--- src/rtl/z80_call_ret_sequencer.sv ---
// Post-M1 machine-cycle sequencer for Z80 CALL nn / CALL cc,nn / RET / RET cc.
// Runs the operand reads, stack pushes or pops, and reports new IP, SP and T-state count.
module z80_call_ret_sequencer #(
    parameter int PUSH_EXTRA_T = 1,
    parameter bit WAIT_EN      = 1'b1
) (
    input  logic        clk_i,
    input  logic        reset_n_i,
    input  logic        start_i,
    input  logic [1:0]  op_i,
    input  logic [2:0]  cond_i,
    input  logic [7:0]  reg_f_i,
    input  logic [15:0] reg_ip_i,
    input  logic [15:0] reg_sp_i,
    output logic        bus_mreq_o,
    output logic        bus_rd_o,
    output logic        bus_wr_o,
    output logic [15:0] bus_addr_o,
    output logic [7:0]  bus_wdata_o,
    input  logic        bus_wait_i,
    input  logic [7:0]  bus_rdata_i,
    output logic        busy_o,
    output logic        done_o,
    output logic        taken_o,
    output logic [15:0] ip_out_o,
    output logic [15:0] sp_out_o,
    output logic [7:0]  tcount_o
);

    typedef enum logic [3:0] {
        S_IDLE, S_RD_LO, S_RD_HI, S_XT, S_WR_HI, S_WR_LO, S_POP_LO, S_POP_HI, S_FIN
    } state_t;

    typedef enum logic [1:0] {T1, T2, T3, TW} tph_t;

    localparam logic [7:0] XT_LAST = 8'((PUSH_EXTRA_T > 0) ? PUSH_EXTRA_T - 1 : 0);

    state_t      state_q, state_d;
    tph_t        tph_q, tph_d;
    logic [7:0]  xcnt_q, xcnt_d;
    logic [15:0] ip_q, ip_d;
    logic [15:0] sp_q, sp_d;
    logic        taken_q, taken_d;
    logic [7:0]  lo_q, lo_d;
    logic [7:0]  hi_q, hi_d;
    logic [7:0]  tcnt_q, tcnt_d;
    logic [15:0] ipo_q, ipo_d;
    logic [15:0] spo_q, spo_d;

    logic        start_met;
    logic [7:0]  tcnt_inc;
    logic [15:0] ret_addr;

    // Flag select by cc[2:1]: Z, C, P/V, S; condition holds when the flag equals cc[0].
    always_comb begin
        start_met = 1'b0;
        case (cond_i[2:1])
            2'd0: start_met = (reg_f_i[6] == cond_i[0]);
            2'd1: start_met = (reg_f_i[0] == cond_i[0]);
            2'd2: start_met = (reg_f_i[2] == cond_i[0]);
            default: start_met = (reg_f_i[7] == cond_i[0]);
        endcase
    end

    assign tcnt_inc = (tcnt_q == 8'hFF) ? tcnt_q : tcnt_q + 8'd1;
    assign ret_addr = ip_q + 16'd3;

    always_ff @(posedge clk_i or negedge reset_n_i) begin
        if (!reset_n_i) begin
            state_q <= S_IDLE;
            tph_q   <= T1;
            xcnt_q  <= 8'd0;
            ip_q    <= 16'd0;
            sp_q    <= 16'd0;
            taken_q <= 1'b0;
            lo_q    <= 8'd0;
            hi_q    <= 8'd0;
            tcnt_q  <= 8'd0;
            ipo_q   <= 16'd0;
            spo_q   <= 16'd0;
        end else begin
            state_q <= state_d;
            tph_q   <= tph_d;
            xcnt_q  <= xcnt_d;
            ip_q    <= ip_d;
            sp_q    <= sp_d;
            taken_q <= taken_d;
            lo_q    <= lo_d;
            hi_q    <= hi_d;
            tcnt_q  <= tcnt_d;
            ipo_q   <= ipo_d;
            spo_q   <= spo_d;
        end
    end

    always_comb begin
        state_d = state_q;
        tph_d   = tph_q;
        xcnt_d  = xcnt_q;
        ip_d    = ip_q;
        sp_d    = sp_q;
        taken_d = taken_q;
        lo_d    = lo_q;
        hi_d    = hi_q;
        tcnt_d  = tcnt_q;
        ipo_d   = ipo_q;
        spo_d   = spo_q;

        case (state_q)
            S_IDLE: begin
                if (start_i) begin
                    ip_d    = reg_ip_i;
                    sp_d    = reg_sp_i;
                    tcnt_d  = 8'd0;
                    tph_d   = T1;
                    xcnt_d  = 8'd0;
                    taken_d = op_i[0] ? start_met : 1'b1;
                    if (!op_i[1]) begin
                        state_d = S_RD_LO;
                    end else if (!op_i[0] || start_met) begin
                        state_d = S_POP_LO;
                    end else begin
                        // Untaken RET cc completes without touching the bus.
                        state_d = S_FIN;
                        ipo_d   = reg_ip_i + 16'd1;
                        spo_d   = reg_sp_i;
                    end
                end
            end

            S_XT: begin
                tcnt_d = tcnt_inc;
                if (xcnt_q == XT_LAST) begin
                    state_d = S_WR_HI;
                end else begin
                    xcnt_d = xcnt_q + 8'd1;
                end
            end

            S_FIN: state_d = S_IDLE;

            default: begin
                tcnt_d = tcnt_inc;
                case (tph_q)
                    T1: tph_d = T2;
                    T2, TW: tph_d = (WAIT_EN && bus_wait_i) ? TW : T3;
                    default: begin
                        tph_d = T1;
                        case (state_q)
                            S_RD_LO: begin
                                lo_d    = bus_rdata_i;
                                state_d = S_RD_HI;
                            end
                            S_RD_HI: begin
                                hi_d = bus_rdata_i;
                                if (taken_q) begin
                                    xcnt_d  = 8'd0;
                                    state_d = (PUSH_EXTRA_T > 0) ? S_XT : S_WR_HI;
                                end else begin
                                    state_d = S_FIN;
                                    ipo_d   = ip_q + 16'd3;
                                    spo_d   = sp_q;
                                end
                            end
                            S_WR_HI: state_d = S_WR_LO;
                            S_WR_LO: begin
                                state_d = S_FIN;
                                ipo_d   = {hi_q, lo_q};
                                spo_d   = sp_q - 16'd2;
                            end
                            S_POP_LO: begin
                                lo_d    = bus_rdata_i;
                                state_d = S_POP_HI;
                            end
                            default: begin
                                state_d = S_FIN;
                                ipo_d   = {bus_rdata_i, lo_q};
                                spo_d   = sp_q + 16'd2;
                            end
                        endcase
                    end
                endcase
            end
        endcase
    end

    // Bus outputs decode from registered state only, so they hold across T1..T3 and Tw.
    always_comb begin
        bus_mreq_o  = 1'b0;
        bus_rd_o    = 1'b0;
        bus_wr_o    = 1'b0;
        bus_addr_o  = 16'd0;
        bus_wdata_o = 8'd0;
        case (state_q)
            S_RD_LO: begin
                bus_mreq_o = 1'b1;
                bus_rd_o   = 1'b1;
                bus_addr_o = ip_q + 16'd1;
            end
            S_RD_HI: begin
                bus_mreq_o = 1'b1;
                bus_rd_o   = 1'b1;
                bus_addr_o = ip_q + 16'd2;
            end
            S_WR_HI: begin
                bus_mreq_o  = 1'b1;
                bus_wr_o    = 1'b1;
                bus_addr_o  = sp_q - 16'd1;
                bus_wdata_o = ret_addr[15:8];
            end
            S_WR_LO: begin
                bus_mreq_o  = 1'b1;
                bus_wr_o    = 1'b1;
                bus_addr_o  = sp_q - 16'd2;
                bus_wdata_o = ret_addr[7:0];
            end
            S_POP_LO: begin
                bus_mreq_o = 1'b1;
                bus_rd_o   = 1'b1;
                bus_addr_o = sp_q;
            end
            S_POP_HI: begin
                bus_mreq_o = 1'b1;
                bus_rd_o   = 1'b1;
                bus_addr_o = sp_q + 16'd1;
            end
            default: ;
        endcase
    end

    assign busy_o   = (state_q != S_IDLE) && (state_q != S_FIN);
    assign done_o   = (state_q == S_FIN);
    assign taken_o  = taken_q;
    assign ip_out_o = ipo_q;
    assign sp_out_o = spo_q;
    assign tcount_o = tcnt_q;

endmodule

--- config.mk ---
export PLATFORM = sky130hd
export DESIGN_NAME = z80_call_ret_sequencer
export DESIGN_NICKNAME = d
export VERILOG_FILES = /design/src/rtl/z80_call_ret_sequencer.sv
export SDC_FILE = /design/constraint.sdc
export NUM_CORES = 1
export LEC_CHECK = 0
export BUFFER_PORTS_ARGS = -buffer_cell sky130_fd_sc_hd__buf_2
export CAP_MARGIN = 10
export CORE_MARGIN = 4
export CORE_UTILIZATION = 40
export CTS_CLUSTER_SIZE = 8
export DETAILED_ROUTE_END_ITERATION = 7
export PLACE_DENSITY_LB_ADDON = 0.05
export SETUP_SLACK_MARGIN = 0.5
export SYNTH_ARGS = -nofsm -noshare
export SYNTH_HDL_FRONTEND = slang
export SYNTH_SLANG_ARGS = --single-unit
--- constraint.sdc ---
create_clock -name clk_i -period 3.85 [get_ports clk_i]
set_input_delay 0.1925 -clock clk_i [delete_from_list [all_inputs] [get_ports clk_i]]
set_output_delay 0.1925 -clock clk_i [all_outputs]
set_load 0.02 [all_outputs]
Word level (Yosys, flattened, before mapping)
Index checks and enable logic that the tools add are counted.
- bitwise operators: 4
- equal/unequal tests: 29
- add/subtract/negate cells: 10
- mux-type cells: 41
- reductions and logical operators: 27
- operators with widths (cell ; number):
    $mux W16 ; 10
    $pmux W16 S3 ; 2
    $pmux W16 S6 ; 1
    $pmux W16 S2 ; 2
    $add A16 B1 Y16 const B ; 3
    $add A16 B2 Y16 const B ; 3
    $mux W8 ; 6
    $pmux W8 S2 ; 2
    $mux W4 ; 6
    $pmux W8 S3 ; 1
    $add A8 B1 Y8 const B ; 2
    $eq A4 B3 Y1 const B ; 4
    $pmux W4 S4 ; 1
    $sub A16 B1 Y16 const B ; 1
    $sub A16 B2 Y16 const B ; 1
    $pmux W4 S3 ; 1
    $reduce_and A3 Y1 ; 4
    $ne A2 B2 Y1 const B ; 5
    $reduce_or A3 Y1 ; 3
    $eq A4 B2 Y1 const B ; 2
    $eq A8 B8 Y1 const B ; 1
    $logic_not A8 Y1 ; 1
    $pmux W2 S2 ; 2
    $reduce_or A2 Y1 ; 4
    26 further kinds ; 43
- output and inout bits: 70
- word-level logic and storage cells: 122
- register bits after elaboration: 103

Depth between registers and ports, before layout
Gate-level depths: netlist of run 1.
- word-level depth: 7
- depth in mapped cells: 14
- depth with buffers taken out: 10

Least setup slack after synthesis of run 1
OpenSTA, ideal clock, no wires.
- kind: reg-to-output
- start: reg state_q[3]
- end: out bus_addr_o[14]
- cell stages (with the launch flop): 15
- arrival: 2.748 ns
- slack: 0.909 ns
- required time: 3.658 ns
- cells stage by stage: dfrtp_1 -> buf_2 -> and4b_1 -> clkbuf_1 -> buf_2 -> nand2_1 -> o21ai_0 -> ha_1 -> clkbuf_1 -> nand2_1 -> or3_1 -> o21ai_1 -> nand2_1 -> xor2_1 -> a211o_1
- word-level cells in the longest chain between the ends: 2
- elaborated cells between the ends (all ways): 7
- RTL lines (item ; RTL line ; source):
    start, declared ; 38 ; state_t state_q, state_d;
    start signal, assigned ; 82 ; state_q <= state_d;
    $eq A4 B3 Y1, or another cell as far along ; 194 ; case (state_q)
    $pmux W16 S6 * ; 194 ;
    end, declared ; 18 ; output logic [15:0] bus_addr_o,
Every way passes the cells marked *; elsewhere a longest branch is shown, timed or not.

Worst setup path after layout of run 1
- start: reg sp_q[5]
- end: out bus_addr_o[9]
- word-level cells in the longest chain between the ends: 2
- elaborated cells between the ends (all ways): 4
- RTL lines (item ; RTL line ; source):
    start, declared ; 42 ; logic [15:0] sp_q, sp_d;
    start signal, assigned ; 86 ; sp_q <= sp_d;
    $add A16 B1 Y16, or another cell as far along ; 225 ; bus_addr_o = sp_q + 16'd1;
    $pmux W16 S6 * ; 194 ;
Marks and branches as above.

==> results by group, run 1 <==
Synth
  • Mean post-synth cell area: 8.03 um^2
  • FFs w/ async S/R, synth: 100%
  • Number of synthesized flops with an enable pin: 0
  • Most frequent cell after synthesis: nand2_1
  • Share of the synthesized area in the top cell type: 33.6%
  • Post-synth top flop: dfrtp_1
  • Distinct cells, synth: 75
  • Mapped Nets: 1024
  • Top cells by area, synth: dfrtp_1, nand2_1, xor2_1, xnor2_1, a21oi_1
  • Synthesized area: 0.00767 mm^2
  • Area leader, netlist: dfrtp_1
  • Post-synthesis sequential area ratio: 33.6%
  • Commonest cells in the netlist: nand2_1, dfrtp_1, nor2_1
  • #FFs+latches synth: 103
  • Cell count after synthesis: 955
  • Yosys warnings: 0

CTS
  • Clock slew at reported path FFs: 80 ps
  • H-tree depth: 3
  • Clock sink count: 103
  • Root buf cell: clkbuf_16
  • Worst-Skew Late Latency: 380 ps
  • Num CTS Buffers: 9
  • CTS Buffer Depth: 2
  • CTS tree: yes

STA
  • Worst slew margin: 36.2%
  • Slew Limit Fails: 0
  • Crit path time final: 3220 ps
  • Setup Skew: 15.5 ps
  • Fin crit share: 83.5%
  • RSZ-0062 raised after global routing: yes
  • Fin. Hold Viols: 0
  • Fin Setup TNS: 0 ps
  • Fmax: 311 MHz
  • Final setup fails: 0
  • Worst-margin pin slew: 955 ps

Floorplanning
  • Total die area: 0.0215 mm^2
  • CORE AREA: 0.0188 mm^2
  • Num ports: 127
  • Initial core utilization: 40.9%
  • Die W: 146 um
  • Row cnt: 50
  • Die span in y: 146 um

Route
  • Residual DRC: 0
  • Per-cell routed wire length: 20.5 um
  • Vias/cell: 5.83
  • Vias: 7433
  • Drt first pass iters: 7
  • 1st-iter DRT viols: 701
  • Antenna-violating nets left: 0
  • Drt total wl: 26.1 mm

Setup path
  • Worst setup path start: sp_q[5]$_DFFE_PN0P_
  • Critical-path top delay cell: dfrtp_1
  • Crit path capture type: output pin
  • R2R depth: 8
  • Cell mode on critical path: o22ai_1
  • Critical Path Max Stage Delay: 630 ps
  • Crit path DAT: 3020 ps
  • Req. time, crit path: 3660 ps
  • Worst-path cell chain: or4_4 -> or4b_4 -> a21oi_1 -> o22ai_1 -> o22ai_1 -> a211o_1 -> buf_2
  • Worst setup SP type: flip-flop
  • Worst R2R Start: state_q[1]$_DFFE_PN0P_
  • Crit path kind: reg2out
  • CP Max Fanout: 18

Global routing
  • Largest net degree at the start of global routing: 58
  • Vias in the first global route: 7249
  • First-pass GRT wire length: 41.5 mm
  • Gr ovfl total: 0
  • Initial antenna violation count: 0
  • GRT Total Usage: 24.3%

Finish
  • Post-layout util: 47.2%
  • Final net count: 1106
  • Share of layout cells above drive strength 1: 20.2%
  • Ant. Diodes: 0
  • Layout area overhead: 15.4%

Placement
  • Buffers on Ports: 122
  • DP Wirelength: 18.9 mm
  • Placer congestion estimate: 0.917

Pwr
  • Lkg Pwr: 0.00391 uW
  • PD cells: 892 mW/mm^2
  • VDD IR max: 0.381 mV

Outcome
  • Outcome: finished, final reports clean

Worst hold path
  • Hold_sp: reg_sp_i[10]
  • Hold path cells: 3
  • HP Class: in2reg

Run
  • Max capacitance violation total: 0
## stage by stage
step           instance area, um^2  instances  hold WS, ps  total power (uW)  setup slack (ps)
2_1_floorplan                 7670        955         -103              5310               909
3_3_place_gp                  8480       1257          267              6850               892
3_5_place_dp                  8480       1257          274              6860               921
4_1_cts                       8810       1274         15.8              7890               511
5_1_grt                       8850       1276         27.3              8480               450
6_report                      8850       1276         29.0              7900               634
## sequential cells by signal (all words and copies together) (netlist names)
signal    count
sp_q         16
xcnt_q        8
state_q       4
taken_o       1
ip_out_o     16
hi_q          8
sp_out_o     16
tcount_o      8
ip_q         16
tph_q         2
lo_q          8
## critical path, delay by kind of cell (launching register included)
kind | cells | cell delay [ps]
compound gates | 4 | 710
simple gates | 2 | 1140
buf+inv | 1 | 170
flops | 1 | 630
## repair_timing
| item | in CTS | in global routing |
|---|---|---|
| hold endpoints to repair | 46 | 0 |
| resized for setup | 2 | 9 |
| endpoints found under the setup margin | 2 | 7 |
| pin swaps | 0 | 2 |
| buffers inserted | 0 | 2 |
| hold buffers | 1 | 0 |
| gates cloned | 0 | 0 |
## cell usage in the layout (no fill, tap or decap), types with 34 or more instances in the layout
cell	instances
xor2_1	48
nor2_1	69
xnor2_1	34
nand2_1	152
a21oi_1	55
o21ai_1	34
dfrtp_1	101
nand3_1	39
buf_2	121
o21ai_0	55
## routing by layer
layer | part of all wire, % | global-route usage [%] | wire length (um) | up-vias
met1 | 45 | 33.2 | 11800 | 3561
li1 | - | - | - | 3576
met2 | 46 | 38.5 | 12100 | 247
met4 | 3.1 | 8.89 | 806 | 0
met5 | 0 | 0 | 0 | -
met3 | 5.2 | 4.59 | 1370 | 49
## cell type report
type                            instances  area (um^2)
Clock inverter                          7         95.1
Inverter                               16         60.1
Tap cell                              234          293
Sequential cell                       103         2580
Fill cell                            1909         9920
Timing Repair Buffer                  154          880
Clock buffer                            9          225
Multi-Input combinational cell        753         4720
## kinds of logic (layout without fill, tap and decap cells)
| kind of cell | after synthesis | after routing | synth area share [%] |
|---|---|---|---|
| simple gates | 370 | 370 | 23.6 |
| compound gates | 245 | 245 | 19.9 |
| flops | 103 | 103 | 33.6 |
| buf+inv | 99 | 186 | 5.32 |
| xor+xnor | 82 | 82 | 9.36 |
| mux | 44 | 44 | 6.20 |
| fa+ha+maj | 12 | 12 | 1.96 |
## path summary, 6_finish.rpt
path	slack (ps)	end
hold reg to reg	480	sp_out_o[12]$_DFFE_PN0P_
max in group asynchronous	2710	tcount_o[0]$_DFFE_PN0P_
setup / recovery	630	bus_addr_o[9]
setup reg to reg	1010	ip_out_o[5]$_DFFE_PN0P_
min in group asynchronous	390	sp_out_o[9]$_DFFE_PN0P_
hold / removal	30	sp_q[10]$_DFFE_PN0P_
## power by group
group	total (uW)	internal, uW	switching [uW]
registers	2270	1560	718
clock network	991	474	516
logic	4630	1740	2890
total	7900	3770	4120
Note: power is estimated with default switching activity, not from simulation.
==> run 2: changes to the inputs <==
==> constraint.sdc (replaced) <==
create_clock -name clk_i -period 2.8 [get_ports clk_i]
set_input_delay 0.14 -clock clk_i [delete_from_list [all_inputs] [get_ports clk_i]]
set_output_delay 0.14 -clock clk_i [all_outputs]
set_load 0.02 [all_outputs]
==> run 2 against run 1 <==
Effect of this change:
- the flow now finishes with violations (negative setup slack)
- die area unchanged
- combinational power up 100%
- design area up 27%
- wire length up 14%
- sequential power up 29%
- total power up 73%
- hold slack worse by 22 ps
- sequential share of layout area down 6.1 points
- via count up 10%
- critical path depth up 4
- worst setup slack worse by 730 ps
- clock skew down 0.56 ps
- critical path type unchanged
- critical endpoint is now bus_addr_o[14]
- largest cell class unchanged
- highest routed layer unchanged
==> results by group, run 2 (synthesis results as in run 1) <==
Route
  • 1st-iter DRT viols: 619
  • Vias: 8206
  • Residual DRC: 0
  • Drt first pass iters: 6
  • Drt total wl: 29.8 mm
  • Antenna-violating nets left: 0
  • Per-cell routed wire length: 21.2 um
  • Vias/cell: 5.84

Finish
  • Fillcell total: 1703
  • Share of layout cells above drive strength 1: 40.6%
  • Commonest cells after routing, fill and taps aside: nand2_1, buf_2, buf_4
  • Storage cell area: 0.00259 mm^2
  • Post-layout util: 60.0%
  • Final net count: 1234
  • Ant. Diodes: 0
  • Layout area overhead: 46.8%
  • Most common cell after layout, fill and taps aside: nand2_1
  • Multi-input logic area: 0.00563 mm^2

Setup path
  • Crit path DAT: 2750 ps
  • Req. time, crit path: 2660 ps
  • Worst setup SP type: flip-flop
  • CP Max Fanout: 5
  • Crit path capture type: output pin
  • R2R depth: 13
  • Crit path kind: reg2out

STA
  • RSZ-0062 raised after global routing: yes
  • Worst-margin pin slew: 733 ps
  • Setup Skew: 14.9 ps
  • Final worst slack: -93.2 ps
  • Slew Limit Fails: 0
  • Crit path time final: 2890 ps
  • Fin crit share: 103%
  • Fin. Hold Viols: 0
  • Fmax: 346 MHz
  • Final setup fails: 2
  • Worst slew margin: 51.1%

CTS
  • Root buf cell: clkbuf_16
  • CTS Buffer Depth: 2
  • Clock slew at reported path FFs: 80 ps
  • H-tree depth: 3
  • Worst-Skew Late Latency: 380 ps
  • CTS tree: yes
  • Num CTS Buffers: 9
  • Clock sink count: 103

Run
  • Max capacitance violation total: 0

Outcome
  • Failing checks: negative setup slack
  • Outcome: finished with violations

Placement
  • DP Worst Slack: 134 ps
  • Buffers on Ports: 122
  • DP Wirelength: 20.1 mm
  • Placer congestion estimate: 0.913

Global routing
  • GRT Total Usage: 26.5%
  • First-pass GRT wire length: 45.0 mm
  • Initial antenna violation count: 0
  • Gr ovfl total: 0
  • Vias in the first global route: 7834
  • Largest net degree at the start of global routing: 52

Floorplanning
  • Die W: 146 um
  • Total die area: 0.0215 mm^2
  • Row cnt: 50
  • Num ports: 127
  • Die span in y: 146 um
  • CORE AREA: 0.0188 mm^2
  • Initial core utilization: 40.9%

Worst hold path
  • Hold path cells: 3
  • HP Class: in2reg

Pwr
  • Part of the power in registers: 21.5%
  • Internal power: 6900 uW
  • Net Sw Frac: 49.5%
  • NetSw: 6760 uW
  • PD cells: 1210 mW/mm^2
  • Combinational Power Share: 68.4%
  • Tot Pwr: 13700 uW
  • VDD IR max: 0.595 mV
  • Lkg Pwr: 0.00492 uW
  • Clock group share of total power: 10.2%
==> run 2: cell count changes in the layout (fill, tap and decap cells not counted), sizes merged <==
| cell | delta |
|---|---|
| clkbuf | +5 |
| o31a | +1 |
| buf | +105 |
| clkinv | +1 |
| bufbuf | +1 |
| clkinvlp | -1 |
| dlygate4sd3 | +16 |
==> run 2: repair_timing <==
| action | CTS | global route |
|---|---|---|
| pin swaps | 26 | 74 |
| hold buffers | 17 | 0 |
| resized for setup | 128 | 165 |
| gates cloned | 5 | 5 |
| setup buffers | 39 | 32 |
| setup endpoints to repair | 62 | 75 |
| hold endpoints to repair | 64 | 0 |
==> run 2: area by class of cell <==
type	count	area share, %
multi-input cells	754	50.0
flip-flops and latches	103	23.0
repair buffers	281	21.0
well taps	234	2.60
clock buffers	9	2.00
clock inverters	7	0.833
inverters	16	0.533
==> run 2: power groups by stage <==
stage	combinational (uW)	clock (uW)	sequential, uW
6_report	9340	1390	2930
5_1_grt	9970	1470	3030
4_1_cts	8090	1420	2860
3_5_place_dp	6960	0	2900
3_3_place_gp	6950	0	2900
2_1_floorplan	4580	0	2810
==> run 2: final timing paths <==
kind	slack, ps	start	to
max	-90	state_q[3]$_DFFE_PN0P_	bus_addr_o[14]
min	7	reg_sp_i[7]	sp_q[7]$_DFFE_PN0P_
max reg2reg	330	state_q[3]$_DFFE_PN0P_	sp_out_o[15]$_DFFE_PN0P_
min reg2reg	480	sp_out_o[12]$_DFFE_PN0P_	sp_out_o[12]$_DFFE_PN0P_
max in group asynchronous	1700	reset_n_i	ip_q[8]$_DFFE_PN0P_
min in group asynchronous	360	reset_n_i	sp_q[0]$_DFFE_PN0P_
==> run 2: worst max-delay path, stage by stage, from the launching register on <==
cell     delay, ps
dfrtp_1        400
and4b_2        390
nand2_2         90
nand2_2         90
ha_4           170
nand2_4         60
or3_4          340
o21ai_4         80
nand2_1         80
xor2_1         150
a211o_1        380
buf_6          160
==> run 2: stage by stage <==
stage          hold slack, ps  cells  setup TNS (ps)  instance area (um^2)
3_5_place_dp              239   1290               0                  8810
2_1_floorplan            -156    955               0                  7740
3_3_place_gp              241   1290               0                  8810
4_1_cts                0.0375   1367           -20.0                 10200
5_1_grt                  12.3   1404            -730                 11300
6_report                 7.34   1404            -123                 11300
==> run 2: per-layer routing <==
| metal | up-vias | routed length, um | global-route usage, % |
|---|---|---|---|
| met1 | 3995 | 12900 | 35.5 |
| li1 | 3843 | - | - |
| met4 | 0 | 1010 | 9.64 |
| met3 | 53 | 1850 | 4.75 |
| met5 | - | 0 | 0 |
| met2 | 315 | 14100 | 43.1 |
